### src/rtl/ahb_pkg.sv
// Shared AHB-Lite encodings and the responder state encoding.
package ahb_pkg;

  localparam logic [1:0] HTRANS_IDLE   = 2'b00;
  localparam logic [1:0] HTRANS_BUSY   = 2'b01;
  localparam logic [1:0] HTRANS_NONSEQ = 2'b10;
  localparam logic [1:0] HTRANS_SEQ    = 2'b11;

  localparam logic [1:0] HRESP_OKAY  = 2'b00;
  localparam logic [1:0] HRESP_ERROR = 2'b01;

  typedef enum logic [2:0] {
    ST_IDLE = 3'd0,
    ST_WAIT = 3'd1,
    ST_DATA = 3'd2,
    ST_ERR1 = 3'd3,
    ST_ERR2 = 3'd4
  } state_t;

  // NONSEQ and SEQ carry a transfer; IDLE and BUSY do not.
  function automatic logic htrans_active(input logic [1:0] t);
    case (t)
      HTRANS_NONSEQ, HTRANS_SEQ: return 1'b1;
      HTRANS_IDLE, HTRANS_BUSY:  return 1'b0;
      default:                   return 1'b0;
    endcase
  endfunction

endpackage

### src/rtl/ahb_byte_ram.sv
// Byte-wide memory: synchronous write, asynchronous read, contents never reset.
module ahb_byte_ram #(
  parameter int AW = 8
) (
  input  logic          clk,
  input  logic          we,
  input  logic [AW-1:0] waddr,
  input  logic [7:0]    wdata,
  input  logic [AW-1:0] raddr,
  output logic [7:0]    rdata
);

  logic [7:0] mem [0:(1<<AW)-1];

  // Commit one byte per enabled clock edge.
  always_ff @(posedge clk) begin
    if (we) begin
      mem[waddr] <= wdata;
    end
  end

  assign rdata = mem[raddr];

endmodule

### src/rtl/ahb_slave_mem.sv
// AHB-Lite responder backed by a byte-wide memory, with programmable wait
// states and a two-cycle ERROR response outside its decode window.
module ahb_slave_mem
  import ahb_pkg::*;
#(
  parameter logic [31:0] BASE_ADDR   = 32'h8000_0000,
  parameter int          AW          = 8,
  parameter int          WAIT_STATES = 0
) (
  input  logic        Hclk,
  input  logic        Hreset,
  input  logic        Hwrite,
  input  logic        Hreadyin,
  input  logic [1:0]  Htrans,
  input  logic [31:0] Haddr,
  input  logic [31:0] Hwdata,
  output logic        Hreadyout,
  output logic [1:0]  Hresp,
  output logic [31:0] Hrdata
);

  localparam logic [2:0] WS_LOAD = 3'(WAIT_STATES);

  state_t        state;
  state_t        nxt_open;
  logic [2:0]    wcnt;
  logic          hreadyout_q;
  logic [1:0]    hresp_q;
  logic [31:0]   hrdata_q;

  logic [AW-1:0] addr_p0;
  logic          write_p0;
  logic          vld_p0;

  logic          addr_slot;
  logic          in_window;
  logic          accept;
  logic          rd_now;
  logic          ram_we;
  logic [7:0]    ram_rdata;
  logic          unused_ok;

  // Only the low byte of the write bus is stored.
  assign unused_ok = ^Hwdata[31:8];

  // A new address phase may complete only in states that drive Hreadyout high;
  // this keeps the pending transfer intact even if Hreadyin misbehaves mid-wait.
  assign addr_slot = (state == ST_IDLE) || (state == ST_DATA) || (state == ST_ERR2);
  assign in_window = (Haddr[31:AW] == BASE_ADDR[31:AW]);
  assign accept    = addr_slot && Hreadyin && htrans_active(Htrans);

  function automatic state_t dest_state(input logic acc, input logic inwin);
    if (!acc)   return ST_IDLE;
    if (!inwin) return ST_ERR1;
    return (WAIT_STATES > 0) ? ST_WAIT : ST_DATA;
  endfunction

  function automatic logic ready_of(input state_t s);
    return !((s == ST_WAIT) || (s == ST_ERR1));
  endfunction

  function automatic logic [1:0] resp_of(input state_t s);
    return ((s == ST_ERR1) || (s == ST_ERR2)) ? HRESP_ERROR : HRESP_OKAY;
  endfunction

  assign nxt_open = dest_state(accept, in_window);

  // ---- address phase -> p0: capture the transfer attributes ----
  // Capture on an accepted transfer; an IDLE/BUSY slot clears the valid flag.
  always_ff @(posedge Hclk) begin
    if (Hreset) begin
      addr_p0  <= '0;
      write_p0 <= 1'b0;
      vld_p0   <= 1'b0;
    end else if (addr_slot && Hreadyin) begin
      if (htrans_active(Htrans)) begin
        addr_p0  <= Haddr[AW-1:0];
        write_p0 <= Hwrite;
        vld_p0   <= 1'b1;
      end else begin
        vld_p0   <= 1'b0;
      end
    end
  end

  // Response FSM; Hreadyout/Hresp are registered from the next state.
  always_ff @(posedge Hclk) begin
    if (Hreset) begin
      state       <= ST_IDLE;
      wcnt        <= '0;
      hreadyout_q <= 1'b1;
      hresp_q     <= HRESP_OKAY;
    end else begin
      case (state)
        ST_IDLE, ST_DATA, ST_ERR2: begin
          state       <= nxt_open;
          wcnt        <= (nxt_open == ST_WAIT) ? WS_LOAD : 3'd0;
          hreadyout_q <= ready_of(nxt_open);
          hresp_q     <= resp_of(nxt_open);
        end
        ST_WAIT: begin
          wcnt <= wcnt - 3'd1;
          if (wcnt == 3'd1) begin
            state       <= ST_DATA;
            hreadyout_q <= 1'b1;
            hresp_q     <= HRESP_OKAY;
          end
        end
        ST_ERR1: begin
          state       <= ST_ERR2;
          hreadyout_q <= 1'b1;
          hresp_q     <= HRESP_ERROR;
        end
        default: begin
          state       <= ST_IDLE;
          wcnt        <= '0;
          hreadyout_q <= 1'b1;
          hresp_q     <= HRESP_OKAY;
        end
      endcase
    end
  end

  // ---- p0 -> data phase: memory access in the DATA cycle ----
  // A reset landing on the DATA cycle abandons the write.
  assign ram_we = (state == ST_DATA) && vld_p0 && write_p0 && !Hreset;
  assign rd_now = (state == ST_DATA) && vld_p0 && !write_p0;

  ahb_byte_ram #(.AW(AW)) u_ram (
    .clk   (Hclk),
    .we    (ram_we),
    .waddr (addr_p0),
    .wdata (Hwdata[7:0]),
    .raddr (addr_p0),
    .rdata (ram_rdata)
  );

  // Remember the last returned byte so Hrdata holds between reads.
  always_ff @(posedge Hclk) begin
    if (Hreset) begin
      hrdata_q <= '0;
    end else if (rd_now) begin
      hrdata_q <= {24'h0, ram_rdata};
    end
  end

  assign Hrdata    = rd_now ? {24'h0, ram_rdata} : hrdata_q;
  assign Hreadyout = hreadyout_q;
  assign Hresp     = hresp_q;

endmodule

### config.mk
export PLATFORM = sky130hd
export DESIGN_NAME = ahb_slave_mem
export DESIGN_NICKNAME = d
export VERILOG_FILES = /design/src/rtl/ahb_pkg.sv /design/src/rtl/ahb_byte_ram.sv /design/src/rtl/ahb_slave_mem.sv
export SDC_FILE = /design/constraint.sdc
export NUM_CORES = 2
export LEC_CHECK = 0
export BUFFER_PORTS_ARGS = -buffer_cell sky130_fd_sc_hd__buf_2
export CELL_PAD_IN_SITES_DETAIL_PLACEMENT = 1
export CELL_PAD_IN_SITES_GLOBAL_PLACEMENT = 1
export CORE_MARGIN = 2
export CORE_UTILIZATION = 40
export CTS_BUF_LIST = sky130_fd_sc_hd__clkbuf_4 sky130_fd_sc_hd__clkbuf_8
export DETAILED_ROUTE_END_ITERATION = 10
export GPL_ROUTABILITY_DRIVEN = 0
export PLACE_DENSITY_LB_ADDON = 0.1
export SYNTH_ARGS = -nofsm -noshare
export SYNTH_HDL_FRONTEND = slang
export SYNTH_HIERARCHICAL = 1
export SYNTH_SLANG_ARGS = --single-unit
### constraint.sdc
create_clock -name Hclk -period 2.9 [get_ports Hclk]
set_input_delay 0.58 -clock Hclk [delete_from_list [all_inputs] [get_ports Hclk]]
set_output_delay 0.58 -clock Hclk [all_outputs]
set_load 0.02 [all_outputs]
==> metrics <==
Static Leak=0.0328 uW; unique cell type count in the Yosys netlist=66; Hold Vio Cnt, Final=0; hold depth=5; multi-input logic area=roughly 18000 um^2; initial DRC count=between 4000 and 5000; site row count=between 150 and 200; core box area=202000 um^2; worst-case clock buffer depth=4; Cells after Synth=around 3900; Max-Cap Viols=0; final worst slack=-2040 ps; via count=~44000; Die Y=between 400 and 500 um; # DRC=0; TritonCTS clock tree=built; min Tclk post-route=a little under 5000 ps; Worst R2R End=hrdata_q[1]$_SDFF_PP0_; antenna violations before repair=15; PD cells=634 nW/um^2; crit path launch type=flop; first-pass GRT wire length=344000 um; CTS Sinks=~2100; area occupied by registers=62500 um^2; Peak VDD IR=just under 0.0005 V; share of cells above drive strength 1=0.408; Synth Net Count=around 4000; Worst Reg-to-Reg Cells=11; ys flop type=edfxtp_1; drt first pass iters=5; CTS root buffer=clkbuf_8; R2R setup slack=-530 ps; cell with the most instances after synthesis=edfxtp_1; Rel. slew slack=0.417; outcome=finished with violations; Vias/cell=between 5 and 6; H-Tree Depth=5; fillcell total=approximately 18000; sequential fraction of the synthesis area=0.768; top cells by area, synth=edfxtp_1, mux4_2, mux2i_1; Initial Util=0.402; die area=between 200000 and 250000 um^2; min-delay src=Haddr[29]; port bufs=just under 80; Yosys Warn Count=6; Clock transition at path regs=~60 ps; required time worst endpoint=approximately 2300 ps; hold crit path type=input port to flop; share of the synthesized area in the top cell type=0.756; area leader, netlist=edfxtp_1; critical path class=flop to output pin; final cell count without fillers=around 8000; Final nets=5147; clock latency on the worst-skew pair=~1100 ps; Worst Setup End Kind=output pin; WP data arrival=4360 ps; crit share post-route=1.70; Syn Std Cell Area=81300 um^2; synthesized area per cell=slightly above 20 um^2; Hold EP=Hresp[0]$_SDFFE_PP0P_; TritonCTS buffer count=368; skew final=95.1 ps; Routed Antenna Nets=0; fin. max-slew vios=0; GRT Resource Usage Total=0.233; number of global-route vias before repair=approximately 47000; synthesis-to-layout area growth=24.2%; DP Wirelength=about 160000 um; WHS=91.4 ps; largest net degree at the start of global routing=slightly above 100; worst-margin pin slew=between 800 and 900 ps; Fmax achieved=202 MHz; setup violators final=40; failing checks=setup timing; Inst Count DP=7261; crit-path max FO=8; final wirelength=240000 um; ys async rst share=0; RSZ-0062 raised after global routing=yes; I/O pin count=~110; reg-to-reg startpoint=addr_p0[0]$_SDFFE_PP0N_; Die X=approximately 450 um; Post-synth EDFFs=2048; Post-synth top cells=edfxtp_1, mux4_2, nor2_1; #FFs+latches synth=between 2000 and 2500; Routed wire per std cell=between 20 and 30 um; GRT Residual Overflow=0
placed cells by master (no fill, tap or decap), drive strengths merged, types with 3 or more instances in the layout:
master	n
o221ai	47
o21ai	12
buf	1003
and2	30
o211ai	10
a211oi	16
o32ai	5
a221oi	14
mux2	9
nand3	35
nor3b	3
o22ai	28
nand2	37
a2111oi	5
a22oi	133
mux4	456
a21oi	100
or2	4
bufinv	14
clkinvlp	7
clkbuf	492
nor3	27
dlygate4sd3	22
nor2b	68
edfxtp	2048
nand2b	10
diode	7
mux2i	143
nor4	32
inv	10
dfxtp	50
clkinv	116
nand3b	3
a31oi	3
a22o	8
o22a	5
nor2	293
bufbuf	5
nand4	11
registers in the layout, summed over array words and instances (netlist names):
signal / flops
Hresp: 1
Hreadyout: 1
addr_p0: 8
u_ram/mem: 2048
write_p0: 1
wcnt: 3
vld_p0: 1
hrdata_q: 32
state: 3
area by class of cell:
class	instances	area share
Sequential cell	2098	0.619
Timing Repair Buffer	1034	0.0968
Multi-Input combinational cell	1568	0.181
Tap cell	2672	0.0331
Antenna cell	7	0.000173
Inverter	5	0.000186
Clock inverter	142	0.00995
Clock buffer	488	0.0599
metal layers:
layer / part of all wire / global-route usage / vias to the layer above
met5: 0 / 0 / -
met4: 0.025 / 0.0597 / 0
met3: 0.050 / 0.0362 / 387
met2: 0.49 / 0.384 / 1273
met1: 0.43 / 0.325 / 23553
li1: - / - / 18679
power by group:
group / switching [uW] / internal, uW
clock network: 12000 / 14700
registers: 21.2 / 33300
logic: 2260 / 1720
total: 14300 / 49700
stage by stage:
stage | setup TNS [ps] | total power (uW) | util | instance area, um^2 | setup WS [ps]
2_1_floorplan | -363 | 35500 | - | 81600 | -56.9
3_3_place_gp | -21900 | 37500 | 0.452 | 91400 | -1810
3_5_place_dp | -21850 | 37500 | 0.452 | 91400 | -1800
4_1_cts | -24550 | 64700 | 0.497 | 100000 | -2070
5_1_grt | -28150 | 66100 | 0.500 | 101000 | -2090
6_report | -19950 | 64000 | 0.500 | 101000 | -2040
timing repair:
item | CTS | global route
setup endpoints to repair | 40 | 40
buffers inserted | 52 | 31
hold buffers | 22 | 0
gates resized for setup | 173 | 67
cloned | 13 | 3
endpoints found under the hold margin | 297 | 0
pin swaps | 31 | 32
worst max path at each step:
| stage | cells past startpoint | from | end | slack, ps |
|---|---|---|---|---|
| global placement | 10 | addr_p0[0]$_SDFFE_PP0N_ | Hrdata[0] | -1810 |
| finish | 11 | addr_p0[0]$_SDFFE_PP0N_ | Hrdata[1] | -2040 |
| CTS | 11 | addr_p0[0]$_SDFFE_PP0N_ | Hrdata[1] | -2070 |
| detailed placement | 10 | addr_p0[0]$_SDFFE_PP0N_ | Hrdata[0] | -1800 |
| floorplan | 10 | addr_p0[0]$_SDFFE_PP0N_ | Hrdata[0] | -60 |
| global route | 13 | addr_p0[0]$_SDFFE_PP0N_ | Hrdata[4] | -2090 |
critical path: stages, from the launching register on:
cell and delay, ps:
dfxtp_4 370, buf_12 140, buf_16 190, buf_16 150, mux4_2 510, mux4_2 490
nor2b_4 170, nor4_4 520, buf_4 230, nor4_4 60, mux2_4 310, buf_6 140
logic make-up after synthesis:
group	Yosys count	share of synthesized area
muxes	608	0.145
DFF	2098	0.768
buffers and inverters	249	0.0187
AOI/OAI and AO/OA	394	0.0342
and+or+nand+nor	561	0.0327
other	1	0.0000461
adders and majority gates	2	0.000308
xor gates and xnor gates	2	0.000215
No activity file was read; power rests on OpenSTA's default activity.
